**config.mk**
```make
export PLATFORM = sky130hd
export DESIGN_NAME = cla_pipe_addsub
export DESIGN_NICKNAME = d
export VERILOG_FILES = /design/src/rtl/cla_pkg.sv /design/src/rtl/cla_block.sv /design/src/rtl/cla_pipe_addsub.sv
export SDC_FILE = /design/constraint.sdc
export NUM_CORES = 1
export LEC_CHECK = 0
export BUFFER_PORTS_ARGS = -buffer_cell sky130_fd_sc_hd__clkbuf_2
export CELL_PAD_IN_SITES_DETAIL_PLACEMENT = 1
export CELL_PAD_IN_SITES_GLOBAL_PLACEMENT = 1
export CORE_ASPECT_RATIO = 1.5
export CORE_MARGIN = 2
export CORE_UTILIZATION = 45
export DETAILED_ROUTE_END_ITERATION = 10
export PLACE_DENSITY_LB_ADDON = 0.1
export SETUP_SLACK_MARGIN = 0.1
export SLEW_MARGIN = 5
export SYNTH_ARGS = -nofsm -noshare
export SYNTH_HDL_FRONTEND = slang
export SYNTH_SLANG_ARGS = --single-unit
```
**constraint.sdc**
```tcl
create_clock -name clk -period 3.4 [get_ports clk]
set_input_delay 0.34 -clock clk [delete_from_list [all_inputs] [get_ports clk]]
set_output_delay 0.34 -clock clk [all_outputs]
set_load 0.01 [all_outputs]
```
**src/rtl/cla_pkg.sv**
```systemverilog
// Shared constants and configuration checks for the pipelined CLA adder/subtractor.
package cla_pkg;

    localparam int WIDTH_DEFAULT = 16;
    localparam int BLOCK_DEFAULT = 4;

    // Mode encoding on in_sub
    localparam logic MODE_ADD = 1'b0;
    localparam logic MODE_SUB = 1'b1;

    // Legal geometry: slice width 2..8 and the word splits into whole slices
    function automatic bit cfg_ok(input int width, input int block);
        return (block >= 2) && (block <= 8) && (width >= block) && ((width % block) == 0);
    endfunction

endpackage

```
**src/rtl/cla_block.sv**
```systemverilog
// Combinational BLOCK-bit carry-lookahead slice. Every internal carry is a flat
// OR of generate terms qualified by propagate chains, so no carry ripples.
module cla_block #(
    parameter int BLOCK = 4
) (
    input  logic [BLOCK-1:0] a,
    input  logic [BLOCK-1:0] b,
    input  logic             cin,
    output logic [BLOCK-1:0] sum,
    output logic             cout,
    output logic             c_msb_in
);

    logic [BLOCK-1:0] g;
    logic [BLOCK-1:0] p;
    logic [BLOCK:0]   c;

    assign g = a & b;
    assign p = a | b;

    // Expand each carry c[i+1] = g[i] | p[i]g[i-1] | ... | p[i..0]cin
    always_comb begin : lookahead
        logic prop;
        // NOTE: blocking assignments in combinational logic, because prop and c
        // are accumulated step by step within a single evaluation.
        prop = 1'b1;
        c    = '0;
        c[0] = cin;
        for (int i = 0; i < BLOCK; i++) begin
            for (int j = 0; j <= i; j++) begin
                prop = 1'b1;
                for (int k = j + 1; k <= i; k++) begin
                    prop = prop & p[k];
                end
                c[i+1] = c[i+1] | (g[j] & prop);
            end
            prop = 1'b1;
            for (int k = 0; k <= i; k++) begin
                prop = prop & p[k];
            end
            c[i+1] = c[i+1] | (cin & prop);
        end
    end

    assign sum      = a ^ b ^ c[BLOCK-1:0];
    assign cout     = c[BLOCK];
    assign c_msb_in = c[BLOCK-1];

endmodule

```
**src/rtl/cla_pipe_addsub.sv**
```systemverilog
// Pipelined carry-lookahead adder/subtractor. Each stage resolves one BLOCK-bit
// slice and registers its carry into the next; stages are elastic so bubbles
// collapse and the output can be stalled without loss.
module cla_pipe_addsub
    import cla_pkg::*;
#(
    parameter int WIDTH = WIDTH_DEFAULT,
    parameter int BLOCK = BLOCK_DEFAULT
) (
    input  logic             clk,
    input  logic             rst_n,
    input  logic             in_valid,
    output logic             in_ready,
    input  logic [WIDTH-1:0] in_a,
    input  logic [WIDTH-1:0] in_b,
    input  logic             in_cin,
    input  logic             in_sub,
    output logic             out_valid,
    input  logic             out_ready,
    output logic [WIDTH-1:0] out_sum,
    output logic             out_cout,
    output logic             out_ovf,
    output logic             out_zero
);

    localparam int STAGES = WIDTH / BLOCK;

    if (!cfg_ok(WIDTH, BLOCK)) begin : g_cfg_check
        $error("cla_pipe_addsub: WIDTH must be a multiple of BLOCK, with BLOCK in 2..8");
    end

    logic [STAGES-1:0] v_q;
    logic [STAGES-1:0] c_q;
    logic [STAGES-1:0] ld;
    logic [WIDTH-1:0]  a_q [STAGES];
    logic [WIDTH-1:0]  b_q [STAGES];
    logic [WIDTH-1:0]  s_q [STAGES];
    logic              slice_cmsb [STAGES];
    logic              ovf_q;
    logic              zero_q;
    logic [WIDTH-1:0]  b_eff;
    logic              c_eff;

    // Subtract is A + ~B + 1; carry-in is only honoured in add mode
    assign b_eff = (in_sub == MODE_ADD) ? in_b : ~in_b;
    assign c_eff = (in_sub == MODE_SUB) ? 1'b1 : in_cin;

    // A stage can load unless it and every stage after it are full and the output is stalled
    for (genvar k = 0; k < STAGES; k++) begin : g_ld
        assign ld[k] = out_ready | ~(&v_q[STAGES-1:k]);
    end

    assign in_ready = ld[0];

    for (genvar k = 0; k < STAGES; k++) begin : g_stage
        logic [WIDTH-1:0] a_src;
        logic [WIDTH-1:0] b_src;
        logic [WIDTH-1:0] s_src;
        logic [WIDTH-1:0] s_d;
        logic             c_src;
        logic             v_src;
        logic [BLOCK-1:0] sl_sum;
        logic             sl_cout;

        if (k == 0) begin : g_src
            assign a_src = in_a;
            assign b_src = b_eff;
            assign s_src = '0;
            assign c_src = c_eff;
            assign v_src = in_valid;
        end else begin : g_src
            assign a_src = a_q[k-1];
            assign b_src = b_q[k-1];
            assign s_src = s_q[k-1];
            assign c_src = c_q[k-1];
            assign v_src = v_q[k-1];
        end

        cla_block #(.BLOCK(BLOCK)) u_slice (
            .a        (a_src[k*BLOCK +: BLOCK]),
            .b        (b_src[k*BLOCK +: BLOCK]),
            .cin      (c_src),
            .sum      (sl_sum),
            .cout     (sl_cout),
            .c_msb_in (slice_cmsb[k])
        );

        // Splice this slice's sum bits into the partial result
        always_comb begin
            // NOTE: s_d gets a full default before the partial overwrite, so no
            // bit is left unassigned on any path and no latch is inferred.
            s_d = s_src;
            s_d[k*BLOCK +: BLOCK] = sl_sum;
        end

        // Stage register: advance on load; data only moves when a transaction arrives
        always_ff @(posedge clk or negedge rst_n) begin
            // NOTE: data registers are reset too (not just valid), so out_sum and
            // the flags read 0 out of reset; sequential state uses <= only.
            if (!rst_n) begin
                v_q[k] <= 1'b0;
                a_q[k] <= '0;
                b_q[k] <= '0;
                s_q[k] <= '0;
                c_q[k] <= 1'b0;
            end else if (ld[k]) begin
                v_q[k] <= v_src;
                if (v_src) begin
                    a_q[k] <= a_src;
                    b_q[k] <= b_src;
                    s_q[k] <= s_d;
                    c_q[k] <= sl_cout;
                end
            end
        end

        if (k == STAGES - 1) begin : g_flags
            // Flags are formed as the final slice completes the word
            always_ff @(posedge clk or negedge rst_n) begin
                if (!rst_n) begin
                    ovf_q  <= 1'b0;
                    zero_q <= 1'b0;
                end else if (ld[k] && v_src) begin
                    ovf_q  <= slice_cmsb[k] ^ sl_cout;
                    zero_q <= ~|s_d;
                end
            end
        end
    end

    assign out_valid = v_q[STAGES-1];
    assign out_sum   = s_q[STAGES-1];
    assign out_cout  = c_q[STAGES-1];
    assign out_ovf   = ovf_q;
    assign out_zero  = zero_q;

endmodule

```
==> flow_metrics.py <==
metrics = {
    "status": {
        "outcome": "completed",
    },
    "synth": {
        "postSynthCellCount": 382,
        "ys_ff_latch": 98,
        "synth-main-ff-cell": "dfrtp_1",
        "netlist_top_cells_area": "dfrtp_1, mux2_2, ha_1",
        "synth_area_sq_um": 4700,
        "ys_warn_count": 0,
        "syn_area_per_cell_sq_um": 12.3,
        "synth_top_cell_area_share_pct": 52.1,
        "synth-edff-count": 0,
        "synthArstFlopShare_pct": 100,
        "seq_area_frac_synth_pct": 52.1,
        "synth_largest_area_cell": "dfrtp_1",
        "yosysUniqueCellTypes": 34,
        "syn-num-nets": 456,
    },
    "cts": {
        "ctsResizeCount": 0,
        "cts_sinks": 98,
        "clk_pin_slew_ns": 0.07,
        "cts_htree_levels": 3,
        "cts_buffers": 9,
        "post_cts_buffers": 0,
        "cts-root-buf": "clkbuf_16",
        "cts_hold_buffers": 0,
        "cts_tree": "built",
        "cts_buffer_depth": 2,
        "clock_latency_ns": 0.35,
    },
    "floorplanning": {
        "rows": 45,
        "ioPinCount": 59,
        "start_util_pct": 46.4,
        "die_width_um": 87.5,
        "core_area_sq_um": 10100,
        "die_y_um": 129,
        "dieArea_sq_um": 11300,
    },
    "routing": {
        "ant_nets": 0,
        "num_vias": 2811,
        "wl_per_cell_um": 14.4,
        "viasPerCell": 5.01,
        "dr.pass1.iters": 3,
        "drtIter0Drc": 89,
        "totalWireLength_mm": 8.06,
        "drc": 0,
    },
    "timing": {
        "fin_crit_sh_pct": 60.5,
        "finClkSkew_ns": 0.00628,
        "relSlewSlack_pct": 21.8,
        "tightest_slew_ns": 1.17,
        "timing.hold.ws_ns": 0.133,
        "slew_viol_final": 0,
        "min_period_ns": 2.06,
        "setup_viol": 0,
        "fmax_mhz": 486,
        "finalHoldViolations": 0,
        "rsz0062_at_grt": "false",
        "fin_tns_setup_ns": 0,
    },
    "grt": {
        "antenna_found_initial": 0,
        "grt_pass1_vias": 2968,
        "grt.overflow.total": 0,
        "grt_max_degree": 76,
        "grt_pass1_wl_mm": 14.1,
        "track_usage_pct": 16.0,
    },
    "critical_path": {
        "cp_max_fo": 29,
        "crit_type": "reg -> reg",
        "end_kind": "register",
        "cp.required_ns": 3.57,
        "worstPathArrival_ns": 2.22,
        "crit_path_start_kind": "register",
    },
    "placed_design": {
        "dp_hpwl_mm": 5.87,
        "place_inst": 545,
        "io_buffers": 58,
        "dpl-instance-area_sq_um": 5060,
        "globalplace.congestion": 0.700,
    },
    "power_and_ir_drop": {
        "fin_total_pwr_mw": 4.17,
        "powerDensity_nw_per_um2": 772,
        "p_leak_nw": 2.64,
        "vdd_ir_drop_max_mv": 0.303,
    },
    "cells_and_area": {
        "finalNonFillerCells": 561,
        "nets": 513,
        "syn_to_final_growth_pct": 15.0,
        "n_antenna_cell": 0,
        "design_area_sq_um": 5410,
        "drive_gt1_share_pct": 31.1,
    },
    "min_path": {
        "min_path_type": "in -> async",
    },
    "job": {
        "cap_violations": 0,
    },
}
-- cell type report --
type	instances	area [sq um]
Inverter	41	154
Fill cell	1075	4730
Tap cell	117	146
Multi-Input combinational cell	230	2010
Sequential cell	98	2450
Clock inverter	7	116
Timing Repair Buffer	59	300
Clock buffer	9	225
-- cells in the mapped netlist, types with 2 or more instances --
master	instances
xnor2_1	13
buf_4	3
inv_1	41
o21a_1	2
o21ai_0	19
nor4_1	3
fa_1	4
nand2b_1	6
mux2_1	6
xor2_1	13
o21bai_1	3
mux2_2	58
buf_6	2
o31ai_1	4
nand2_1	29
dfrtp_1	98
buf_2	8
nor3_1	2
a21oi_1	9
nor2b_1	4
ha_1	32
mux2i_1	3
nor2_1	9
-- metal layers --
| metal | global-route usage [%] | up-vias | routed length (um) |
|---|---|---|---|
| li1 | - | 1370 | - |
| met1 | 20.0 | 1380 | 3610 |
| met2 | 26.6 | 48 | 4020 |
| met3 | 2.29 | 13 | 214 |
| met4 | 8.69 | 0 | 214 |
| met5 | 0 | - | 0 |
-- worst max-delay path, stage by stage (launching register included) --
cell and delay (ns):
dfrtp_1 0.39, nand4b_1 0.16, nand2_1 0.88, mux2i_1 0.29, o31ai_1 0.14
-- cells by family after synthesis --
group / after synthesis / share of synthesized area (%)
AOI/OAI and AO/OA: 42 / 5.59
muxes: 67 / 16.0
and+or+nand+nor: 59 / 6.17
xor gates and xnor gates: 26 / 4.84
buffers and inverters: 54 / 5.08
adders and majority gates: 36 / 10.2
DFF: 98 / 52.1
-- registers in the layout, summed over array words and instances, names as in the netlist, 3 cells and up --
name / cells
g_stage.a_src: 24
g_stage.b_src: 24
g_stage.c_src: 3
g_stage.s_src: 24
g_stage.v_src: 3
out_sum: 16
-- power breakdown --
group / total [mW] / switching [mW] / internal, mW
Combinational: 1.20 / 0.583 / 0.619
Clock: 1.15 / 0.436 / 0.718
Sequential: 1.82 / 0.253 / 1.56
-- placed cells by master (no fill, tap or decap), types with 2 or more instances in the layout --
cell type / count
xnor2_1: 13
nor2b_1: 4
nand2_1: 29
bufinv_16: 3
a21oi_1: 9
o21a_1: 2
mux2_2: 58
clkinv_2: 2
dfrtp_1: 98
mux2_1: 6
clkbuf_16: 9
nor2_1: 9
buf_4: 2
fa_1: 4
ha_1: 32
xor2_1: 13
inv_1: 41
o31ai_1: 4
nand2b_1: 6
o21bai_1: 3
nor3_1: 2
nor4_1: 3
mux2i_1: 3
clkbuf_2: 57
o21ai_0: 19
-- through the flow --
stage          utilization, %  setup WS (ns)
3_5_place_dp             50.0           1.19
4_1_cts                  53.3           1.28
3_3_place_gp             50.0           1.28
2_1_floorplan               -           1.43
6_report                 53.3           1.34
5_1_grt                  53.3           1.14
-- path summary, 6_finish.rpt --
kind                                   from                   end  slack, ns  depth (start not counted)
max reg2reg                       out_valid      g_stage[2].c_src       1.34                          4
min in group clk                    in_a[6]   g_stage[1].a_src[6]       0.21                          2
max                               out_valid      g_stage[2].c_src       1.34                          4
min reg2reg                g_stage[1].v_src      g_stage[2].v_src       0.48                          2
min                                   rst_n            out_sum[4]       0.13                          1
max in group asynchronous             rst_n  g_stage[3].b_src[12]       2.39                          2
Note: power is estimated with default switching activity, not from simulation.
